==> config.mk <==
export PLATFORM = sky130hd
export DESIGN_NAME = pll_phase_seq
export DESIGN_NICKNAME = d
export VERILOG_FILES = /design/src/rtl/pll_phase_seq.sv
export SDC_FILE = /design/constraint.sdc
export NUM_CORES = 1
export LEC_CHECK = 0
export ABC_CLOCK_PERIOD_IN_PS = 2400
export BUFFER_PORTS_ARGS = -buffer_cell sky130_fd_sc_hd__buf_2
export CAP_MARGIN = 40
export CORE_ASPECT_RATIO = 0.8
export CORE_MARGIN = 2
export CORE_UTILIZATION = 40
export CTS_CLUSTER_SIZE = 14
export DETAILED_ROUTE_END_ITERATION = 16
export GPL_ROUTABILITY_DRIVEN = 0
export GPL_TIMING_DRIVEN = 1
export PLACE_DENSITY_LB_ADDON = 0.05
export SETUP_SLACK_MARGIN = 0.02
export SLEW_MARGIN = 20
export SYNTH_ARGS = -nofsm -noshare
export SYNTH_HDL_FRONTEND = slang
export SYNTH_SLANG_ARGS = --single-unit
==> constraint.sdc <==
create_clock -name clk_i -period 2.4 [get_ports clk_i]
set_input_delay 0.72 -clock clk_i [delete_from_list [all_inputs] [get_ports clk_i]]
set_output_delay 0.72 -clock clk_i [all_outputs]
set_load 0.01 [all_outputs]
==> src/rtl/pll_phase_seq.sv <==
`timescale 1ns/1ps
// pll_phase_seq
// Sequencer for ECP5 PLL dynamic phase adjustment and relock. A request
// (output select, direction, step count, optional relock) is taken over a
// valid/ready handshake. The block then drives correctly timed
// phasesel/phasedir/phasestep/reset waveforms, waits for lock, and pulses
// done.
//
// Ports:
//   clk_i            system clock
//   reset_n          asynchronous active-low reset
//   req_valid        request valid
//   req_ready        high only while idle
//   req_sel          PLL output index 0..3
//   req_dir          phase direction
//   req_steps        number of phase steps (0 allowed)
//   req_relock       pulse PLL reset and relock before stepping
//   done             one-cycle completion pulse
//   busy             high whenever a request is in progress
//   err_timeout      sticky lock-timeout flag, cleared by the next accept
//   pll_phasesel     to PLL phasesel
//   pll_phasedir     to PLL phasedir
//   pll_phasestep    to PLL phasestep
//   pll_phaseloadreg to PLL phaseloadreg (tied low)
//   pll_reset        to PLL reset
//   pll_locked       PLL lock, asynchronous to clk_i
module pll_phase_seq #(
    parameter int SETUP_CYC     = 2,
    parameter int STEP_HIGH_CYC = 4,
    parameter int SETTLE_CYC    = 8,
    parameter int RESET_CYC     = 16,
    parameter int LOCK_TIMEOUT  = 1000,
    parameter int CNT_W         = 8
) (
    input  logic             clk_i,
    input  logic             reset_n,
    input  logic             req_valid,
    output logic             req_ready,
    input  logic [1:0]       req_sel,
    input  logic             req_dir,
    input  logic [CNT_W-1:0] req_steps,
    input  logic             req_relock,
    output logic             done,
    output logic             busy,
    output logic             err_timeout,
    output logic [1:0]       pll_phasesel,
    output logic             pll_phasedir,
    output logic             pll_phasestep,
    output logic             pll_phaseloadreg,
    output logic             pll_reset,
    input  logic             pll_locked
);

    localparam int MAX_A   = (SETUP_CYC > STEP_HIGH_CYC) ? SETUP_CYC : STEP_HIGH_CYC;
    localparam int MAX_B   = (SETTLE_CYC > RESET_CYC) ? SETTLE_CYC : RESET_CYC;
    localparam int MAX_C   = (MAX_A > MAX_B) ? MAX_A : MAX_B;
    localparam int MAX_ALL = (MAX_C > LOCK_TIMEOUT) ? MAX_C : LOCK_TIMEOUT;
    localparam int TMR_W   = $clog2(MAX_ALL) + 1;

    localparam logic [TMR_W-1:0] SETUP_LAST  = TMR_W'(SETUP_CYC - 1);
    localparam logic [TMR_W-1:0] HIGH_LAST   = TMR_W'(STEP_HIGH_CYC - 1);
    localparam logic [TMR_W-1:0] SETTLE_LAST = TMR_W'(SETTLE_CYC - 1);
    localparam logic [TMR_W-1:0] RESET_LAST  = TMR_W'(RESET_CYC - 1);
    localparam logic [TMR_W-1:0] LOCK_LAST   = TMR_W'(LOCK_TIMEOUT - 1);

    typedef enum logic [2:0] {
        IDLE,
        PLL_RST,
        SETUP,
        STEP_HI,
        STEP_LO,
        WAIT_LOCK,
        DONE
    } state_t;

    state_t             state;
    state_t             next_state;
    logic [TMR_W-1:0]   timer;
    logic [CNT_W-1:0]   remaining;
    logic [1:0]         sel_q;
    logic               dir_q;
    logic               err_q;
    logic               lock_meta;
    logic               locked_s;
    logic               accept;
    logic               timeout_hit;

    // Two-flop synchronizer for the asynchronous lock indication.
    always_ff @(posedge clk_i or negedge reset_n) begin
        if (!reset_n) begin
            lock_meta <= 1'b0;
            locked_s  <= 1'b0;
        end else begin
            lock_meta <= pll_locked;
            locked_s  <= lock_meta;
        end
    end

    // State register.
    always_ff @(posedge clk_i or negedge reset_n) begin
        if (!reset_n) begin
            state <= IDLE;
        end else begin
            state <= next_state;
        end
    end

    // Next-state decode. Each timed state leaves when its timer reaches
    // the last cycle of its interval; the timer restarts on every entry.
    always_comb begin
        next_state  = state;
        accept      = 1'b0;
        timeout_hit = 1'b0;
        case (state)
            IDLE: begin
                if (req_valid) begin
                    accept = 1'b1;
                    if (req_relock) begin
                        next_state = PLL_RST;
                    end else if (req_steps != '0) begin
                        next_state = SETUP;
                    end else begin
                        next_state = DONE;
                    end
                end
            end
            PLL_RST: begin
                if (timer == RESET_LAST) begin
                    next_state = WAIT_LOCK;
                end
            end
            SETUP: begin
                if (timer == SETUP_LAST) begin
                    next_state = STEP_HI;
                end
            end
            STEP_HI: begin
                if (timer == HIGH_LAST) begin
                    next_state = STEP_LO;
                end
            end
            STEP_LO: begin
                // remaining was already decremented when STEP_HI ended
                if (timer == SETTLE_LAST) begin
                    next_state = (remaining != '0) ? STEP_HI : WAIT_LOCK;
                end
            end
            WAIT_LOCK: begin
                // Steps still pending here means this lock wait followed a relock
                if (locked_s) begin
                    next_state = (remaining != '0) ? SETUP : DONE;
                end else if (timer == LOCK_LAST) begin
                    timeout_hit = 1'b1;
                    next_state  = DONE;
                end
            end
            DONE: begin
                next_state = IDLE;
            end
            default: begin
                next_state = IDLE;
            end
        endcase
    end

    // Interval timer: cleared on every state change, frozen while idle.
    always_ff @(posedge clk_i or negedge reset_n) begin
        if (!reset_n) begin
            timer <= '0;
        end else if (next_state != state) begin
            timer <= '0;
        end else if (state != IDLE) begin
            timer <= timer + TMR_W'(1);
        end
    end

    // Request registers and remaining-step counter. A lock timeout throws
    // away any steps that had not yet been issued.
    always_ff @(posedge clk_i or negedge reset_n) begin
        if (!reset_n) begin
            sel_q     <= '0;
            dir_q     <= 1'b0;
            remaining <= '0;
        end else if (accept) begin
            sel_q     <= req_sel;
            dir_q     <= req_dir;
            remaining <= req_steps;
        end else if (state == STEP_HI && next_state == STEP_LO) begin
            remaining <= remaining - CNT_W'(1);
        end else if (timeout_hit) begin
            remaining <= '0;
        end
    end

    // Sticky timeout flag, cleared only when a new request is accepted.
    always_ff @(posedge clk_i or negedge reset_n) begin
        if (!reset_n) begin
            err_q <= 1'b0;
        end else if (accept) begin
            err_q <= 1'b0;
        end else if (timeout_hit) begin
            err_q <= 1'b1;
        end
    end

    // Outputs decode straight from state so an async reset drops
    // phasestep and pll_reset without waiting for a clock.
    assign req_ready        = (state == IDLE);
    assign busy             = (state != IDLE);
    assign done             = (state == DONE);
    assign pll_reset        = (state == PLL_RST);
    assign pll_phasestep    = (state == STEP_HI);
    assign pll_phaseloadreg = 1'b0;
    assign pll_phasesel     = sel_q;
    assign pll_phasedir     = dir_q;
    assign err_timeout      = err_q;

endmodule

==> results of run 1 <==
## power by group
part           switching, mW  leakage, nW  total [mW]  internal (mW)
registers              0.137        0.355       0.735          0.598
clock network          0.154       0.0357       0.378          0.224
logic                  0.603        0.693        1.09          0.487
total                  0.895         1.08        2.20           1.31
## worst min path at each step
| stage | slack (ns) | from | endpoint | cells past startpoint |
|---|---|---|---|---|
| global placement | 0.34 | lock_meta | locked_s | 0 |
| global route | 0.39 | lock_meta | locked_s | 0 |
| CTS | 0.38 | lock_meta | locked_s | 0 |
| detailed placement | 0.36 | lock_meta | locked_s | 0 |
| finish | 0.37 | lock_meta | locked_s | 0 |
| floorplan | 0.33 | lock_meta | locked_s | 0 |
## metal layers
| metal | share of wire | GRT usage |
|---|---|---|
| met5 | 0 | 0 |
| met4 | 0.010 | 0.0453 |
| met3 | 0.046 | 0.0311 |
| met2 | 0.45 | 0.302 |
| met1 | 0.50 | 0.297 |
## final cells by class
type | count | area [sq um]
fill | 410 | 1920
multi-input combinational | 153 | 1040
sequential | 28 | 702
timing repair buffer | 63 | 417
tap | 57 | 71.3
clock buffer | 3 | 41.3
inverter | 9 | 33.8
clock inverter | 1 | 30.0
## repair_timing
action / 4_1_cts / 5_1_grt
buffers inserted: 0 / 0
endpoints found under the setup margin: 12 / 12
pin swaps: 0 / 0
resized for setup: 2 / 4
## sequential cells by signal, summed over array words and instances (netlist names)
| signal | flops |
|---|---|
| lock_meta | 1 |
| locked_s | 1 |
| pll_phasedir | 1 |
| state | 3 |
| timer | 11 |
| remaining | 8 |
| pll_phasesel | 2 |
| err_timeout | 1 |
## critical path, delay by kind of cell (launching register included)
family                 cells  cell delay (ns)
and+or+nand+nor            1             0.37
DFF                        1             0.51
buffers and inverters      3             0.42
## logic make-up (layout without fill, tap and decap cells)
kind of cell | count (synthesis) | after routing | synth area share
flip-flops | 28 | 28 | 0.388
other | 1 | 1 | 0.00208
XOR/XNOR | 11 | 11 | 0.0533
adder cells (fa/ha/maj) | 3 | 3 | 0.0208
AND/OR/NAND/NOR | 106 | 106 | 0.348
AO/OA/AOI/OAI | 31 | 31 | 0.122
buffers and inverters | 23 | 76 | 0.0609
multiplexers | 1 | 1 | 0.00554
## Yosys cell counts, types with 4 or more instances
| library cell | n |
|---|---|
| a21oi_1 | 6 |
| buf_2 | 10 |
| dfrtp_1 | 28 |
| inv_1 | 9 |
| nand2_1 | 34 |
| nand3_1 | 4 |
| nand4_1 | 8 |
| nor2_1 | 14 |
| nor2b_1 | 5 |
| nor3_1 | 6 |
| nor3_2 | 11 |
| o21ai_0 | 4 |
| xnor2_1 | 8 |
## per-stage QoR
stage	std cells	hold WS [ns]	area (sq um)	power [mW]	setup slack, ns
final	314	0.374	2340	2.20	0.0887
after global routing	314	0.393	2340	2.36	-0.0253
after CTS	314	0.379	2310	2.16	0.0261
after detailed placement	310	0.356	2230	1.77	0.00907
after global placement	310	0.341	2220	1.72	-0.325
after floorplan	204	0.331	1810	1.42	0.284
==> results by group, run 1 <==
Status
  – Status: finished clean

STA
  – Max-slew headroom: 0.573
  – Pins over their slew limit: 0
  – Worst Tran Pin Value: around 0.64 ns
  – Setup violators final: 0
  – Setup TNS: 0 ns
  – Final Hold Viols: 0
  – RSZ-0062 raised after global routing: true
  – Worst Clk Skew: 0.00756 ns
  – Min Tclk post-route: 2.31 ns
  – Period utilization: 0.963
  – FMAX: about 0.43 GHz

Synth
  – Synthesized instance count: a little over 200
  – Synth cell types: 50
  – Post-Syn Area: 1810 sq um
  – Post-synthesis sequential area ratio: 0.388
  – Primary FF master, synth: dfrtp_1
  – Cell taking the most area after synthesis: dfrtp_1
  – Post-synth EDFFs: 0
  – Syn_area_per_cell: approximately 8.9 sq um
  – Net Count, Synth: 223
  – Ys Warns: 0
  – Register bit total from synthesis: 28
  – Post-synthesis async set-or-reset flop share: 1.00
  – Top-area cell type share of the netlist area: 0.388
  – Synth area leaders: dfrtp_1 39%, nand2_1 7.1%, nor3_2 6.1%, xnor2_1 3.9%, nor2_1 2.9%

Cells and area
  – P&R area growth vs syn: 29.3%
  – Commonest non-fill, non-tap cell in the layout: buf_4
  – Antenna Cells: 0
  – Fin nets: 277
  – Most frequent cells in the layout: 38 x buf_4, 34 x nand2_1, 27 x dfrtp_1
  – Post-layout util: 0.549
  – Share of layout cells above drive strength 1: 0.339

Setup path
  – Critical Path RT: 1.68 ns
  – Crit path max fanout: 9
  – CP max-delay cell: dfrtp_2
  – FF-to-FF setup slack: 0.11 ns
  – Crit. Startpoint: state[0]
  – Crit end category: output port
  – Critical path capture point: req_ready
  – CP Launch Type: flop
  – Critical path arrival: 1.59 ns
  – R2r worst-path depth: 9
  – CP Class: reg2out
  – Critical path cell sequence: buf_4, or3_4, inv_1, buf_2
  – R2r endpoint: timer[5]
  – Largest stage delay on the critical path: slightly above 0.5 ns
  – Reg2reg start: timer[0]

Global routing
  – First-pass GRT wire length: around 8000 um
  – Vias in the first global route: 1758
  – Initial antenna violation count: 0
  – Global-route usage over all layers: 0.198
  – Largest net degree at the start of global routing: 29
  – GR Overflow Total: 0

Placement
  – DP HPWL: 3550 um
  – Buffers on Ports: 24

Detailed routing
  – Antenna-violating nets left: 0
  – Drt total wl: 4690 um
  – Avg WL per Cell: roughly 15 um
  – Vias/cell: 5.35
  – DRC Markers: 0
  – Initial DRC count: between 100 and 150
  – Vias: between 1500 and 2000
  – First-pass DRT Iterations: 4

Floorplanning
  – Die Wd: 79.1 um
  – Die area: 5070 sq um
  – Row cnt: 21
  – I/O pin count: 26
  – Core ar.: 4260 sq um
  – Starting Density: 0.424
  – Overall die height: 64.1 um

Power and ir drop
  – Pwr dens: 943 nW/um^2
  – Worst VDD drop: 533 uV
  – P_leak: 1.08 nW

Flow run
  – MaxCap Viol Count: 0

Clocking
  – Longest Clk Path Bufs: 2
  – Reg clk slew, reported paths: 0.10 ns
  – Worst skew pair latency: 0.28 ns
  – Clock Sinks: 28
  – # H-tree levels: 1
  – CTS Buf Count: 3
  – CTS Hold Buffers Added: 0
  – CTS Root Cell: clkbuf_8
  – CTS tree: built

Hold path
  – Type of the worst min-delay path: reg2reg
Note: power is estimated with default switching activity, not from simulation.
==> run 2: changes to the inputs <==
Settings changed: CORE_ASPECT_RATIO 0.8 to 1.25.
==> run 2 against run 1 <==
Net effect: utilization about the same; combinational power rose by 10%; clock power about the same; routed wire length grew 1.2%; final cell count rose by 2.2%; clock skew grew 0.0025 ns; sequential cell count stayed put; fmax is 2.3% higher; via count grew 1.6%; worst hold slack worse by 0.018 ns; critical endpoint unchanged; largest cell class unchanged.
==> results by group, run 2 (synthesis gave the netlist of run 1 again) <==
Status
  – Status: finished clean

Power and ir drop
  – Pwr dens: 951 nW/um^2
  – Internal: about 1.4 mW
  – Worst VDD drop: 526 uV
  – Sequential power share: 0.311
  – Sw frac: 0.405
  – P_leak: 1.12 nW
  – Power share of the clock group: 0.164
  – Overall power: 2.29 mW
  – Comb power frac: 0.525
  – Psw: a little over 900 uW

Detailed routing
  – Vias: roughly 1700
  – Initial DRC count: just over 80
  – Antenna-violating nets left: 0
  – DRC Markers: 0
  – Avg WL per Cell: 14.8 um
  – Drt total wl: 4750 um
  – First-pass DRT Iterations: 4
  – Vias/cell: roughly 5.3

Floorplanning
  – I/O pin count: 26
  – Die Wd: 64.1 um
  – Overall die height: 79.1 um
  – Starting Density: 0.411
  – Die area: 5070 sq um
  – Core ar.: ~4400 sq um
  – Row cnt: 27

Hold path
  – Hold Crit Start: lock_meta
  – Type of the worst min-delay path: reg2reg

STA
  – FMAX: 0.442 GHz
  – Pins over their slew limit: 0
  – Period utilization: 0.942
  – Worst Tran Pin Value: around 0.66 ns
  – Max-slew headroom: 0.561
  – RSZ-0062 raised after global routing: false
  – Final Hold Viols: 0
  – Setup violators final: 0
  – Worst Clk Skew: 0.0100 ns
  – Min Tclk post-route: 2.26 ns
  – Setup TNS: 0 ns

Cells and area
  – Most frequent cells in the layout: 43 x buf_4, 34 x nand2_1, 28 x dfrtp_1
  – Share of layout cells above drive strength 1: 0.365
  – Fin nets: 283
  – Final non-filler cell total: 321
  – P&R area growth vs syn: 33.4%
  – Antenna Cells: 0
  – Commonest non-fill, non-tap cell in the layout: buf_4
  – Post-route cell area: 2410 sq um
  – Biggest regs: timer: 11 flops, remaining: 8 flops, state: 3 flops
  – Largest register FFs: 11
  – Reg with most FFs: timer
  – Post-layout util: 0.549
  – Layout filler cell count: 422

Clocking
  – CTS Hold Buffers Added: 0
  – Reg clk slew, reported paths: 0.10 ns
  – CTS tree: built
  – Worst skew pair latency: approximately 0.28 ns
  – Longest Clk Path Bufs: 2
  – CTS Buf Count: 3
  – Clock Sinks: 28
  – # H-tree levels: 1
  – CTS Root Cell: clkbuf_8

Placement
  – DP HPWL: 3560 um
  – Placement Cell Area: 2250 sq um
  – Buffers on Ports: 24
  – Placed Instances: 314

Setup path
  – Crit end category: output port
  – CP Launch Type: flop
  – Critical path arrival: 1.54 ns
  – Crit. Startpoint: state[1]
  – CP Class: reg2out
  – Critical Path RT: 1.68 ns
  – Reg2reg start: remaining[0]
  – Crit path max fanout: 8

Global routing
  – Largest net degree at the start of global routing: 29
  – Global-route usage over all layers: 0.196
  – Initial antenna violation count: 0
  – First-pass GRT wire length: 7850 um
  – GR Overflow Total: 0
  – Vias in the first global route: between 1500 and 2000

Flow run
  – MaxCap Viol Count: 0
run 2: worst paths after layout:
| path | cells after the start | slack [ns] | to |
|---|---|---|---|
| worst min-delay path | 0 | 0.36 | locked_s |
| worst max register to register | 8 | 0.19 | timer[5] |
| worst max-delay path | 4 | 0.14 | req_ready |
| max in group asynchronous | 1 | 1.51 | timer[6] |
| min in group asynchronous | 1 | 0.46 | remaining[4] |
| worst min register to register | 0 | 0.36 | locked_s |
run 2: layer usage:
layer / share of wire / GRT usage / up-vias / wire [um]
met1: 0.39 / 0.208 / 819 / 1860
met4: 0.026 / 0.0830 / 0 / 123
li1: - / - / 839 / -
met2: 0.55 / 0.379 / 40 / 2620
met3: 0.030 / 0.0269 / 10 / 143
met5: 0 / 0 / - / 0
run 2: final cells by class:
class | instances | area (sq um) | area share
tap | 58 | 72.6 | 0.0301
sequential | 28 | 701 | 0.291
multi-input combinational | 153 | 1070 | 0.443
clock buffer | 3 | 41.3 | 0.0171
inverter | 9 | 33.8 | 0.0140
clock inverter | 1 | 30.0 | 0.0125
timing repair buffer | 69 | 465 | 0.193
run 2: critical path, cell delays in order (launching register included):
cell and delay [ns]:
dfrtp_1 0.45, buf_4 0.17, or3_4 0.41, inv_1 0.10
buf_2 0.13
run 2: repair_timing:
item,4_1_cts,5_1_grt
gates resized for setup,1,12
pin swaps,0,1
endpoints found under the setup margin,11,12
gates cloned,0,1
buffers inserted,0,2
run 2: power groups by stage:
stage	clock (mW)	sequential, mW	combinational (mW)
after CTS	0.391	0.711	1.05
after detailed placement	0	0.721	1.04
after global routing	0.415	0.731	1.32
after global placement	0	0.713	1.01
after floorplan	0	0.693	0.722
final	0.376	0.713	1.20
run 2: through the flow:
step	hold slack, ns	worst slack (ns)
after global placement	0.340	-0.341
after global routing	0.382	0.0240
after detailed placement	0.337	-0.00348
after CTS	0.361	0.0533
final	0.357	0.140
after floorplan	0.331	0.284
==> run 3: changes to the inputs <==
Settings changed: CORE_MARGIN 2 to 5.
==> run 3 against run 2 <==
Net effect: via count is 2.1% higher; critical endpoint is now timer[5]; sequential share of layout area is 0.27 points higher; global-route usage is 2.7 points lower; largest cell class unchanged; cell area fell by 0.93%; worst hold slack better by 0.0078 ns; critical path depth is 6 higher; sequential cell count is the same; die area grew 18%; register-to-register slack got worse by 0.07 ns; final cell count down 0.31%; clock skew fell by 0.0063 ns; sequential power grew 0.7%.
==> results by group, run 3 (synthesis gave the netlist of run 1 again) <==
Cells and area
  – Biggest regs: timer: 11 flops, remaining: 8 flops, state: 3 flops
  – Most frequent cells in the layout: 42 x buf_4, 34 x nand2_1, 28 x dfrtp_1
  – Post-layout util: 0.544
  – Share of layout cells above drive strength 1: 0.359
  – P&R area growth vs syn: 32.2%
  – Largest register FFs: 11
  – Fin nets: 282
  – Layout filler cell count: 419
  – Area of the multi-input gates: around 1100 sq um
  – Commonest non-fill, non-tap cell in the layout: buf_4
  – Register area: 701 sq um
  – Reg with most FFs: timer
  – Antenna Cells: 0

Setup path
  – FF-to-FF setup slack: 0.12 ns
  – CP max-delay cell: dfrtp_1
  – Reg2reg start: timer[0]
  – Critical Path RT: 2.55 ns
  – R2r endpoint: timer[5]
  – Critical path arrival: roughly 2.4 ns
  – R2r worst-path depth: 10
  – Crit path max fanout: 6
  – Critical path cell sequence: ha_2, buf_4, buf_4, nor4bb_4, nor2b_1, a211oi_2, o21a_1, mux2i_2, buf_6, nor3_1
  – CP Launch Type: flop
  – CP top delay family: buffers and inverters
  – Crit. Startpoint: timer[0]
  – Largest stage delay on the critical path: 0.41 ns
  – WP buf/inv: 3
  – Critical path capture point: timer[5]
  – Crit end category: flop
  – CP Class: reg2reg
  – Most used cell along the critical path: buf_4
  – Critical Path Stages: 10

Power and ir drop
  – Pwr dens: 946 nW/um^2
  – P_leak: 1.11 nW
  – Worst VDD drop: 673 uV
  – Overall power: 2.26 mW

Detailed routing
  – First-pass DRT Iterations: 4
  – Antenna-violating nets left: 0
  – Drt total wl: 4910 um
  – Vias: 1744
  – Vias/cell: about 5.5
  – Avg WL per Cell: roughly 15 um
  – DRC Markers: 0
  – Initial DRC count: 62

Clocking
  – Worst skew pair latency: roughly 0.28 ns
  – Clock Sinks: 28
  – CTS Buf Count: 3
  – CTS Root Cell: clkbuf_8
  – Reg clk slew, reported paths: ~0.10 ns
  – # H-tree levels: 1
  – Longest Clk Path Bufs: 2
  – CTS tree: built

STA
  – Setup TNS: 0 ns
  – Final Hold Viols: 0
  – Worst Tran Pin Value: 0.648 ns
  – Hold slack: approximately 0.36 ns
  – Worst Clk Skew: 0.00369 ns
  – Pins over their slew limit: 0
  – Max-slew headroom: 0.568
  – FMAX: 0.438 GHz
  – Period utilization: 0.950
  – Setup violators final: 0
  – Min Tclk post-route: 2.28 ns

Floorplanning
  – Core ar.: 4390 sq um
  – Starting Density: 0.411
  – Die Wd: ~70 um
  – Overall die height: 85.1 um
  – I/O pin count: 26
  – Row cnt: 27
  – Die area: 5970 sq um

Placement
  – Buffers on Ports: 24
  – DP HPWL: 3820 um

Global routing
  – GR Overflow Total: 0
  – Initial antenna violation count: 0
  – Largest net degree at the start of global routing: 29
  – Global-route usage over all layers: 0.169
  – Vias in the first global route: 1833
  – First-pass GRT wire length: 8220 um

Flow run
  – MaxCap Viol Count: 0

Status
  – Status: finished clean

Hold path
  – Type of the worst min-delay path: reg2reg
==> run 3: worst reg2reg max path: cells and delay by family, from the launching register on <==
family / cells / cell delay (ns)
buffers and inverters: 3 / 0.43
AOI/OAI and AO/OA: 2 / 0.42
and+or+nand+nor: 3 / 0.36
DFF: 1 / 0.41
adders and majority gates: 1 / 0.20
muxes: 1 / 0.33
==> run 3: what timing repair did <==
item / 4_1_cts / 5_1_grt
pin swaps: 0 / 1
hold buffers: 0 / 0
hold endpoints to repair: 0 / 0
setup buffers: 0 / 2
resized for setup: 1 / 10
cloned: 0 / 1
setup endpoints to repair: 7 / 12
==> run 3: per-layer routing <==
metal / GRT usage / routed length (um)
met1: 0.168 / 1830
met5: 0 / 0
met3: 0.0367 / 207
met2: 0.325 / 2690
met4: 0.0836 / 187
==> run 3: where the power goes <==
part / switching [mW] / internal, mW
Sequential: 0.122 / 0.596
Combinational: 0.643 / 0.525
Clock: 0.150 / 0.223
==> run 3: layout make-up <==
class | instances | area share
Multi-Input combinational cell | 153 | 0.441
Sequential cell | 28 | 0.293
Timing Repair Buffer | 68 | 0.192
Tap cell | 58 | 0.0304
Clock buffer | 3 | 0.0173
Inverter | 9 | 0.0141
Clock inverter | 1 | 0.0126
==> run 3: stage by stage <==
stage | instances | setup slack [ns] | instance area, sq um
2_1_floorplan | 204 | 0.284 | 1810
3_3_place_gp | 313 | -0.321 | 2240
3_5_place_dp | 313 | -0.00917 | 2240
4_1_cts | 317 | 0.0340 | 2320
5_1_grt | 320 | -0.0437 | 2390
6_report | 320 | 0.119 | 2390
==> run 3: how the worst min path moves through the flow <==
stage                     startpoint  endpoint  slack, ns  depth (start not counted)
after CTS                  lock_meta  locked_s       0.37                          0
after global placement     lock_meta  locked_s       0.34                          0
final                      lock_meta  locked_s       0.36                          0
after floorplan            lock_meta  locked_s       0.33                          0
after global routing       lock_meta  locked_s       0.38                          0
after detailed placement   lock_meta  locked_s       0.35                          0
